## src/rtl/shift_reg_seq.sv

```systemverilog
// ---------------------------------------------------------------------------
// shift_reg_seq : parallel-load shift register with a multi-step shift sequencer
// Optional CARRY output (bit shifted out) when SHREG_CARRY_EN is defined.
// Revision: 1.0
// ---------------------------------------------------------------------------
`default_nettype none

module shift_reg_seq #(
  parameter int DATA_WIDTH = 8,
  parameter int CNT_W      = 4
) (
  input  logic                  CLK,
  input  logic                  RST,
  input  logic                  LD,
  input  logic [DATA_WIDTH-1:0] D,
  input  logic                  START,
  input  logic                  DIR,
  input  logic [1:0]            MODE,
  input  logic [CNT_W-1:0]      COUNT,
  input  logic                  LeftIn,
  input  logic                  RightIn,
`ifdef SHREG_CARRY_EN
  output logic                  CARRY,
`endif
  output logic [DATA_WIDTH-1:0] Q,
  output logic                  BUSY,
  output logic                  DONE
);

  typedef enum logic [1:0] {
    IDLE  = 2'd0,
    SHIFT = 2'd1,
    FIN   = 2'd2
  } state_t;

  localparam logic [1:0] MODE_LOG = 2'b00;
  localparam logic [1:0] MODE_ARI = 2'b01;
  localparam logic [1:0] MODE_ROT = 2'b10;

  state_t                  state;
  logic [CNT_W-1:0]        remaining;
  logic                    dir_lat;
  logic [1:0]              mode_lat;
  logic [DATA_WIDTH-1:0]   shifted;

  // One-bit shift of the current contents using the latched command;
  // serial fill bits are taken live from the inputs.
  always_comb begin
    shifted = Q;
    if (!dir_lat) begin
      case (mode_lat)
        MODE_ROT: shifted = {Q[DATA_WIDTH-2:0], Q[DATA_WIDTH-1]};
        2'b11:    shifted = {Q[DATA_WIDTH-2:0], RightIn};
        default:  shifted = {Q[DATA_WIDTH-2:0], 1'b0};
      endcase
    end else begin
      case (mode_lat)
        MODE_LOG: shifted = {1'b0, Q[DATA_WIDTH-1:1]};
        MODE_ARI: shifted = {Q[DATA_WIDTH-1], Q[DATA_WIDTH-1:1]};
        MODE_ROT: shifted = {Q[0], Q[DATA_WIDTH-1:1]};
        default:  shifted = {LeftIn, Q[DATA_WIDTH-1:1]};
      endcase
    end
  end

`ifdef SHREG_CARRY_EN
  logic shift_out;
  always_comb begin
    shift_out = dir_lat ? Q[0] : Q[DATA_WIDTH-1];
  end
`endif

  always_ff @(posedge CLK) begin
    if (RST) begin
      state     <= IDLE;
      Q         <= '0;
      BUSY      <= 1'b0;
      DONE      <= 1'b0;
      remaining <= '0;
      dir_lat   <= 1'b0;
      mode_lat  <= 2'b00;
`ifdef SHREG_CARRY_EN
      CARRY     <= 1'b0;
`endif
    end else begin
      case (state)
        IDLE: begin
          BUSY <= 1'b0;
          DONE <= 1'b0;
          if (LD) begin
            Q <= D;
`ifdef SHREG_CARRY_EN
            CARRY <= 1'b0;
`endif
          end else if (START) begin
            dir_lat  <= DIR;
            mode_lat <= MODE;
            if (COUNT == '0) begin
              state <= FIN;
              DONE  <= 1'b1;
            end else begin
              state     <= SHIFT;
              BUSY      <= 1'b1;
              remaining <= COUNT;
            end
          end
        end

        SHIFT: begin
          Q         <= shifted;
          remaining <= remaining - CNT_W'(1);
`ifdef SHREG_CARRY_EN
          CARRY     <= shift_out;
`endif
          if (remaining == CNT_W'(1)) begin
            state <= FIN;
            BUSY  <= 1'b0;
            DONE  <= 1'b1;
          end
        end

        FIN: begin
          state <= IDLE;
          BUSY  <= 1'b0;
          DONE  <= 1'b0;
        end

        default: begin
          state <= IDLE;
          BUSY  <= 1'b0;
          DONE  <= 1'b0;
        end
      endcase
    end
  end

endmodule

`default_nettype wire

```

## config.mk

```make
export PLATFORM = sky130hd
export DESIGN_NAME = shift_reg_seq
export DESIGN_NICKNAME = d
export VERILOG_FILES = /design/src/rtl/shift_reg_seq.sv
export SDC_FILE = /design/constraint.sdc
export NUM_CORES = 1
export LEC_CHECK = 0
export CORE_MARGIN = 10
export CORE_UTILIZATION = 50
export CTS_BUF_LIST = sky130_fd_sc_hd__clkbuf_8 sky130_fd_sc_hd__clkbuf_16
export DETAILED_ROUTE_END_ITERATION = 6
export PLACE_DENSITY = 0.83
export SETUP_SLACK_MARGIN = 0.4
export SLEW_MARGIN = 20
export SYNTH_ARGS = -nofsm -noshare
export SYNTH_HDL_FRONTEND = slang
export SYNTH_SLANG_ARGS = --single-unit
```

## constraint.sdc

```tcl
create_clock -name CLK -period 2.6 [get_ports CLK]
set_input_delay 0.26 -clock CLK [delete_from_list [all_inputs] [get_ports CLK]]
set_output_delay 0.26 -clock CLK [all_outputs]
set_load 0.05 [all_outputs]
```

==> flow_summary.yaml, run 1 <==
cts:
  cts_buffers: 3
  htreeDepth: 1
  cts.repair.resized: 0
  cts_root_buf: "clkbuf_8"
  post_cts_buffers: 0
  clk_transition_reported_paths_ns: 0.08
  clkSinkCount: 19
  clock_latency_ns: 0.26
  cts_buffer_depth: 2
  cts-hold-fix-buffers: 0
  tritoncts: "built"
yosys:
  synth.distinct_cells: 46
  ys_seq_elements: 19
  netlist_area_um2: 1140
  synth_commonest_cells: "dfxtp_1 (19), nor2b_1 (9), a21oi_1 (8), nand3_1 (8), nor2_1 (8)"
  yosys.cell_count.top_type: "dfxtp_1"
  yosys_warnings: 0
  synth_top_area_share_pct: 33.3
  ys_async_sr_fraction_pct: 0
  syn_nets: 149
  synth_edf_count: 0
  ys_seq_area_share_pct: 33.3
  synth_top_cell_by_area: "dfxtp_1"
  synth_cells: 126
  synth_flop_cell: "dfxtp_1"
  avgSynthCellArea_um2: 9.08
  synth_area_leaders: "dfxtp_1 (33%), nor2b_1 (4.9%), a211oi_1 (3.9%), a21oi_1 (3.5%), nand3_1 (3.5%)"
final_layout:
  area_growth_pct: 28.7
  antenna_cells: 0
  drive_above_1_share_pct: 9.21
  nets: 176
  final_area_um2: 1470
  fill_cells: 174
worst_setup_path:
  critPathRequiredTime_ns: 2.34
  worstSetupPathType: "reg -> out"
  cp_max_fo: 4
  cp_num_buf_inv: 1
  crit_start: "Q[5]$_SDFFE_PP0P_"
  cp_slowest_cell: "clkdlybuf4s50_1"
  crit_cells: 1
  crit_path_start_kind: "flip-flop"
  r2r_end: "DONE$_SDFFE_PP0P_"
  endpoint: "Q[5]"
  endpoint_kind: "output pin"
  reg2reg_depth: 3
  worst-r2r-setup-slack_ns: 0.91
  reg2reg_from: "state[0]$_SDFFE_PP0P_"
  max_stage_delay_ns: 0.83
  cp_cell_sequence: "clkdlybuf4s50_1"
  path_delay_family: "buffers and inverters"
  worst_ep_arrival_time_ns: 1.48
detailed_routing:
  routed_wl_um: 2920
  drc: 0
  dr.pass1.iters: 5
  ant_nets: 0
  vias: 1051
  via_per_inst: 5.84
  drt_iter0_markers: 56
  wl_per_cell_um: 16.2
floorplan:
  start_util_pct: 52.2
  pin_count: 31
  coreArea_um2: 2190
  dieArea_um2: 4600
  die_x_um: 67.8
  rows: 17
  die_y_um: 67.8
timing:
  fin_crit_ns: 1.74
  max_freq_ghz: 0.573
  fin_crit_sh_pct: 67.1
  finalHoldViolCount: 0
  slew_headroom_pct: 62.8
  maxSlewViolCount: 0
  tightest_slew_ns: 0.558
  skew_ns: 0.00407
  rsz0062_at_grt: "false"
  setup_tns_ns: 0
  holdWs_ns: 0.508
  finalSetupViolations: 0
power_and_ir_drop:
  ir_drop_mv: 0.402
  power_density_nw_per_um2: 542
  leakagePower_uw: 0.000533
min_path:
  min_path_type: "reg -> reg"
job:
  cap_violations: 0
global_routing:
  grt_usage_pct: 13.4
  grt_pass1_wl_um: 4870
  gr-total-overflow: 0
  antenna_found_initial: 0
  grt_pass1_vias: 1039
  grt_max_degree: 20
status:
  status: "finished, final reports clean"
placed_design:
  gp_congestion: 0.809
  hpwl_um: 2230
  placed_area_um2: 1430
  portBuffers: 30
layout by cell type, fill, tap and decap left out, drive strengths merged, types with 3 or more instances in the layout:
cell | Yosys | layout
o21ai | 5 | 5
nand2 | 4 | 4
o21bai | 4 | 4
clkbuf | 1 | 3
a21o | 3 | 3
dfxtp | 19 | 19
a211oi | 6 | 6
nor4 | 3 | 3
nand3 | 8 | 8
a21oi | 8 | 8
inv | 3 | 3
nor2b | 9 | 9
nor2 | 9 | 9
nand2b | 3 | 3
o31ai | 6 | 6
clkdlybuf4s50 | 0 | 30
o211ai | 3 | 3
registers in the layout (all words and copies together), names as in the netlist:
| register | cells |
|---|---|
| mode_lat | 2 |
| dir_lat | 1 |
| remaining | 4 |
| state | 2 |
| BUSY | 1 |
| Q | 8 |
| DONE | 1 |
area by class of cell:
cell class / instances / area [um^2] / area share, %
Tap cell: 28 / 35.0 / 2.38
Multi-Input combinational cell: 95 / 694 / 47.2
Clock inverter: 1 / 5.00 / 0.340
Clock buffer: 3 / 41.3 / 2.81
Timing Repair Buffer: 30 / 300 / 20.4
Sequential cell: 19 / 380 / 25.9
Inverter: 4 / 15.0 / 1.02
report_power, final:
| part | switching [uW] | total, uW | internal (uW) |
|---|---|---|---|
| combinational | 129 | 237 | 107 |
| sequential | 34.6 | 352 | 317 |
| clock | 102 | 209 | 107 |
| total | 266 | 797 | 531 |
worst min-delay path by stage:
stage / start / to / depth (start not counted)
after CTS: Q[4]$_SDFFE_PP0P_ / Q[4]$_SDFFE_PP0P_ / 2
after global routing: Q[4]$_SDFFE_PP0P_ / Q[4]$_SDFFE_PP0P_ / 2
after global placement: Q[4]$_SDFFE_PP0P_ / Q[4]$_SDFFE_PP0P_ / 2
after floorplan: DIR / dir_lat$_SDFFE_PP0P_ / 2
after detailed placement: Q[4]$_SDFFE_PP0P_ / Q[4]$_SDFFE_PP0P_ / 2
final: Q[4]$_SDFFE_PP0P_ / Q[4]$_SDFFE_PP0P_ / 2
through the flow:
step	instances	power [uW]	utilization, %	worst slack [ns]
after global routing	180	835	67.2	0.798
after detailed placement	176	595	65.0	0.730
after CTS	180	799	67.2	0.856
final	180	797	67.2	0.856
after floorplan	126	512	-	1.25
after global placement	176	590	65.0	0.796
layer usage:
| metal | global-route usage (%) | part of all wire, % | routed length [um] | vias to the layer above |
|---|---|---|---|---|
| li1 | - | - | - | 533 |
| met1 | 14.9 | 41 | 1200 | 489 |
| met2 | 23.8 | 51 | 1500 | 27 |
| met3 | 3.75 | 6.8 | 198 | 2 |
| met4 | 5.03 | 0.51 | 15 | 0 |
| met5 | 0 | 0 | 0 | - |
cell families after synthesis:
kind of cell | share of synthesized area (%)
AO/OA/AOI/OAI | 26.9
XOR/XNOR | 0.766
buffers and inverters | 6.02
flip-flops | 33.3
adder cells (fa/ha/maj) | 2.19
multiplexers | 0.985
AND/OR/NAND/NOR | 29.9
(Power assumes the default switching activity.)
==> inputs of run 2 (changes only) <==
--- a/config.mk
+++ b/config.mk
@@ -6,10 +6,10 @@
 export NUM_CORES = 1
 export LEC_CHECK = 0
 export CORE_MARGIN = 10
-export CORE_UTILIZATION = 50
+export CORE_UTILIZATION = 47
 export CTS_BUF_LIST = sky130_fd_sc_hd__clkbuf_8 sky130_fd_sc_hd__clkbuf_16
 export DETAILED_ROUTE_END_ITERATION = 6
-export PLACE_DENSITY = 0.83
+export PLACE_DENSITY = 0.79
 export SETUP_SLACK_MARGIN = 0.4
 export SLEW_MARGIN = 20
 export SYNTH_ARGS = -nofsm -noshare
==> constraint.sdc (replaced) <==
create_clock -name CLK -period 1.8 [get_ports CLK]
set_input_delay 0.18 -clock CLK [delete_from_list [all_inputs] [get_ports CLK]]
set_output_delay 0.18 -clock CLK [all_outputs]
set_load 0.05 [all_outputs]
==> run 2 against run 1 <==
Cell count is 5.0% higher; power is 45% higher; clock-buffer cell count stayed put; critical path depth stayed put; highest routed layer unchanged; worst hold slack worse by 0.061 ns; critical path type unchanged; routed wire length is 3.7% higher.
==> flow_summary.yaml, run 2 (synthesized netlist as in run 1, its figures left out) <==
global_routing:
  grt_usage_pct: 11.8
  gr-total-overflow: 0
  grt_pass1_vias: 1063
  antenna_found_initial: 0
  grt_max_degree: 20
  grt_pass1_wl_um: 4960
floorplan:
  start_util_pct: 50.7
  coreArea_um2: 2250
  dieArea_um2: 4810
  rows: 17
  die_x_um: 69.3
  die_y_um: 69.3
  pin_count: 31
worst_setup_path:
  cp_slowest_cell: "dlygate4sd2_1"
  crit_cells: 1
  cp_num_buf_inv: 1
  cp_cell_sequence: "dlygate4sd2_1"
  max_stage_delay_ns: 0.55
  path_delay_family: "buffers and inverters"
  reg2reg_from: "state[0]$_SDFFE_PP0P_"
  crit_path_start_kind: "flip-flop"
  critPathRequiredTime_ns: 1.62
  worst_ep_arrival_time_ns: 1.19
  reg2reg_depth: 5
  cp_max_fo: 4
  worstSetupPathType: "reg -> out"
  crit_start: "Q[7]$_SDFFE_PP0P_"
  endpoint_kind: "output pin"
final_layout:
  final_area_um2: 1550
  largest_register_ffs: 8
  drive_above_1_share_pct: 16.1
  most-common-layout-cells: "dfxtp_1 (16), clkdlybuf4s50_1 (16), nor2b_1 (9)"
  nets: 185
  reg_top3: "Q (8), remaining (4)"
  area_growth_pct: 35.6
  antenna_cells: 0
  largest-register: "Q"
power_and_ir_drop:
  leakagePower_uw: 0.000638
  power.switching_uw: 382
  power_density_nw_per_um2: 746
  sequentialPowerShare_pct: 43.6
  swShare_pct: 33.1
  intPower_uw: 774
  pwr-share-clk_pct: 24.9
  power_frac_comb_pct: 31.4
  ir_drop_mv: 0.516
timing:
  tightest_slew_ns: 0.522
  max_freq_ghz: 0.732
  rsz0062_at_grt: "true"
  slew_headroom_pct: 65.3
  finalHoldViolCount: 0
  maxSlewViolCount: 0
  setup_tns_ns: 0
  fin_crit_ns: 1.37
  skew_ns: 0.00351
  finalSetupViolations: 0
  fin_crit_sh_pct: 75.9
  setup_ws_ns: 0.434
placed_design:
  pre_cts_ws_ns: 0.0641
  hpwl_um: 2340
  portBuffers: 30
  placed_area_um2: 1460
  gp_congestion: 0.843
cts:
  clkSinkCount: 19
  htreeDepth: 1
  cts_buffers: 3
  clock_latency_ns: 0.25
  cts_root_buf: "clkbuf_8"
  clk_transition_reported_paths_ns: 0.07
  tritoncts: "built"
  cts_buffer_depth: 2
detailed_routing:
  vias: 1113
  routed_wl_um: 3030
  via_per_inst: 5.89
  wl_per_cell_um: 16.0
  drt_iter0_markers: 39
  ant_nets: 0
  drc: 0
  dr.pass1.iters: 4
min_path:
  holdCritStartpoint: "COUNT[3]"
  hold_depth: 4
  min_path_type: "in -> reg"
job:
  cap_violations: 0
status:
  status: "finished, final reports clean"
## run 2: final cells by class
cell class | instances | area (um^2)
clock buffer | 3 | 41.3
clock inverter | 1 | 3.75
fill | 208 | 704
inverter | 4 | 15.0
multi-input combinational | 95 | 698
sequential | 19 | 387
tap | 28 | 35.0
timing repair buffer | 39 | 370
## run 2: tightest hold or removal path: stages
cell and delay (ns):
dlymetal6s2s_1 0.18, nor4_4 0.07, o21ai_1 0.13, a221oi_1 0.08
## run 2: stage by stage
stage,hold slack (ns),utilization (%),total power [uW],cells
5_1_grt,0.471,68.8,1220,189
3_3_place_gp,0.492,64.5,864,180
4_1_cts,0.477,66.8,1150,186
6_report,0.447,68.8,1160,189
2_1_floorplan,0.316,-,739,126
3_5_place_dp,0.496,64.5,872,180
## run 2: power groups by stage
stage	clock network (uW)	logic [uW]	registers [uW]
after floorplan	0	170	569
after global placement	0	351	513
after detailed placement	0	358	514
after CTS	295	350	504
after global routing	317	390	510
final	288	364	504
## run 2: repair_timing
item / in CTS / in global routing
pin swaps: 1 / 4
hold buffers: 0 / 0
cloned: 0 / 0
resized for setup: 14 / 11
setup buffers: 2 / 3
setup endpoints to repair: 17 / 10
## run 2: metal layers
layer / vias up / global-route usage [%] / wire length (um)
li1: 545 / - / -
met1: 538 / 14.1 / 1380
met2: 26 / 19.4 / 1450
met3: 4 / 3.42 / 145
met4: 0 / 4.21 / 48
met5: - / 0 / 0
## run 2: path summary, 6_finish.rpt
path,slack (ns),endpoint
worst min register to register,0.51,Q[4]$_SDFFE_PP0P_
worst max register to register,0.46,remaining[2]$_SDFFE_PP0P_
worst min-delay path,0.45,remaining[3]$_SDFFE_PP0P_
worst max-delay path,0.43,Q[7]
==> inputs of run 3 (changes only) <==
==> constraint.sdc (replaced) <==
create_clock -name CLK -period 1.4 [get_ports CLK]
set_input_delay 0.14 -clock CLK [delete_from_list [all_inputs] [get_ports CLK]]
set_output_delay 0.14 -clock CLK [all_outputs]
set_load 0.05 [all_outputs]
==> run 3 against run 2 <==
Clock-buffer cell count stayed put; routed wire length is 22% higher; clock skew is 0.0024 ns lower; sequential power is 32% higher; combinational power is 68% higher; largest cell class unchanged; largest power group unchanged.
==> flow_summary.yaml, run 3 (synthesized netlist as in run 1, its figures left out) <==
cts:
  htreeDepth: 1
  clk_transition_reported_paths_ns: 0.07
  clock_latency_ns: 0.25
  cts-hold-fix-buffers: 0
  cts_buffer_depth: 2
  clkSinkCount: 19
  tritoncts: "built"
  cts_root_buf: "clkbuf_8"
  cts_buffers: 3
timing:
  rsz0062_at_grt: "true"
  skew_ns: 0.00113
  fin_crit_sh_pct: 95.4
  maxSlewViolCount: 0
  slew_headroom_pct: 77.1
  tightest_slew_ns: 0.342
  setup_ws_ns: 0.0650
  fin_crit_ns: 1.33
  holdWs_ns: 0.433
  finalHoldViolCount: 0
  finalSetupViolations: 0
  max_freq_ghz: 0.749
detailed_routing:
  drc: 0
  dr.pass1.iters: 4
  wl_met1_um: 1650
  highest_layer: "met4"
  ant_nets: 0
  routed_wl_um: 3680
  wl_per_cell_um: 17.7
  met3_length_um: 169
  met2WireLength_um: 1800
  via_per_inst: 5.87
  vias: 1221
  drt_iter0_markers: 151
global_routing:
  antenna_found_initial: 0
  grt_pass1_wl_um: 5550
  gr-total-overflow: 0
  grt_pass1_vias: 1202
  grt_max_degree: 12
  grt_usage_pct: 13.2
power_and_ir_drop:
  swShare_pct: 33.3
  pwr-share-clk_pct: 22.7
  power_density_nw_per_um2: 893
  power_frac_comb_pct: 37.1
  leakagePower_uw: 0.000753
  ir_drop_mv: 0.644
  power_uw: 1650
  intPower_uw: 1100
  power.switching_uw: 548
  sequentialPowerShare_pct: 40.2
worst_setup_path:
  cp_cell_sequence: "buf_6 > nor4b_4 > buf_4 > a221oi_2 > nor4_1"
  worstSetupPathType: "reg -> reg"
  path_delay_family: "simple AND/OR/NAND/NOR gates"
  cp_max_fo: 8
  critPathRequiredTime_ns: 1.56
  cp_num_buf_inv: 2
  cp_slowest_cell: "dfxtp_4"
  max_stage_delay_ns: 0.38
  crit_path_start_kind: "flip-flop"
  worst_ep_arrival_time_ns: 1.49
  endpoint_kind: "flip-flop"
placed_design:
  hpwl_um: 2570
  placed_area_um2: 1640
  portBuffers: 30
  gp_congestion: 0.852
  pre_cts_ws_ns: -0.203
final_layout:
  final_common_cell: "buf_4"
  fill_cells: 142
  nets: 204
  reg_top3: "Q (8), remaining (4)"
  largest_register_ffs: 8
  largest-register: "Q"
  final_area_um2: 1840
  drive_above_1_share_pct: 42.8
  antenna_cells: 0
  area_growth_pct: 61.3
  most-common-layout-cells: "buf_4 (24), clkdlybuf4s50_1 (15), dfxtp_2 (11)"
floorplan:
  coreArea_um2: 2250
  die_x_um: 69.3
  pin_count: 31
  rows: 17
  start_util_pct: 50.7
  dieArea_um2: 4810
  die_y_um: 69.3
status:
  status: "finished, final reports clean"
min_path:
  min_path_type: "in -> reg"
job:
  cap_violations: 0
run 3: power groups by stage:
stage	sequential (uW)	combinational, uW	clock, uW
6_report	663	611	374
4_1_cts	655	561	377
3_5_place_dp	668	537	0
3_3_place_gp	664	522	0
2_1_floorplan	738	228	0
5_1_grt	669	650	408
run 3: worst reg2reg max path: stages (launching register included):
cell      delay, ns
dfxtp_4        0.38
buf_6          0.12
nor4b_4        0.26
buf_4          0.17
a221oi_2       0.05
nor4_1         0.27
run 3: metrics by stage:
stage | TNS (ns) | std cells | util [%]
4_1_cts | 0 | 204 | 77.3
6_report | 0 | 208 | 81.8
3_5_place_dp | -1.45 | 196 | 72.6
2_1_floorplan | 0 | 126 | -
5_1_grt | 0 | 208 | 81.8
3_3_place_gp | -1.04 | 196 | 72.6
run 3: repair_timing:
item,in CTS,in global routing
setup endpoints to repair,19,20
gates resized for setup,16,16
setup buffers,4,4
pin swaps,10,11
run 3: path summary, 6_finish.rpt:
path | startpoint | end | slack (ns) | cells past startpoint
worst min-delay path | DIR | dir_lat$_SDFFE_PP0P_ | 0.43 | 3
worst max-delay path | state[1]$_SDFFE_PP0P_ | remaining[2]$_SDFFE_PP0P_ | 0.07 | 5
worst max register to register | state[1]$_SDFFE_PP0P_ | remaining[2]$_SDFFE_PP0P_ | 0.07 | 5
worst min register to register | Q[5]$_SDFFE_PP0P_ | Q[5]$_SDFFE_PP0P_ | 0.50 | 2
run 3: final cells by class:
type | count | area (um^2) | share of cell area, %
clock inverters | 1 | 3.75 | 0.204
repair buffers | 58 | 579 | 31.4
clock buffers | 3 | 41.3 | 2.24
multi-input cells | 95 | 768 | 41.7
inverters | 4 | 15.0 | 0.814
well taps | 28 | 35.0 | 1.90
flip-flops and latches | 19 | 402 | 21.8
run 3: layer usage:
layer / vias up / track usage [%]
met1: 590 / 15.7
met2: 44 / 22.0
li1: 581 / -
met3: 6 / 3.42
met4: 0 / 4.66
met5: - / 0
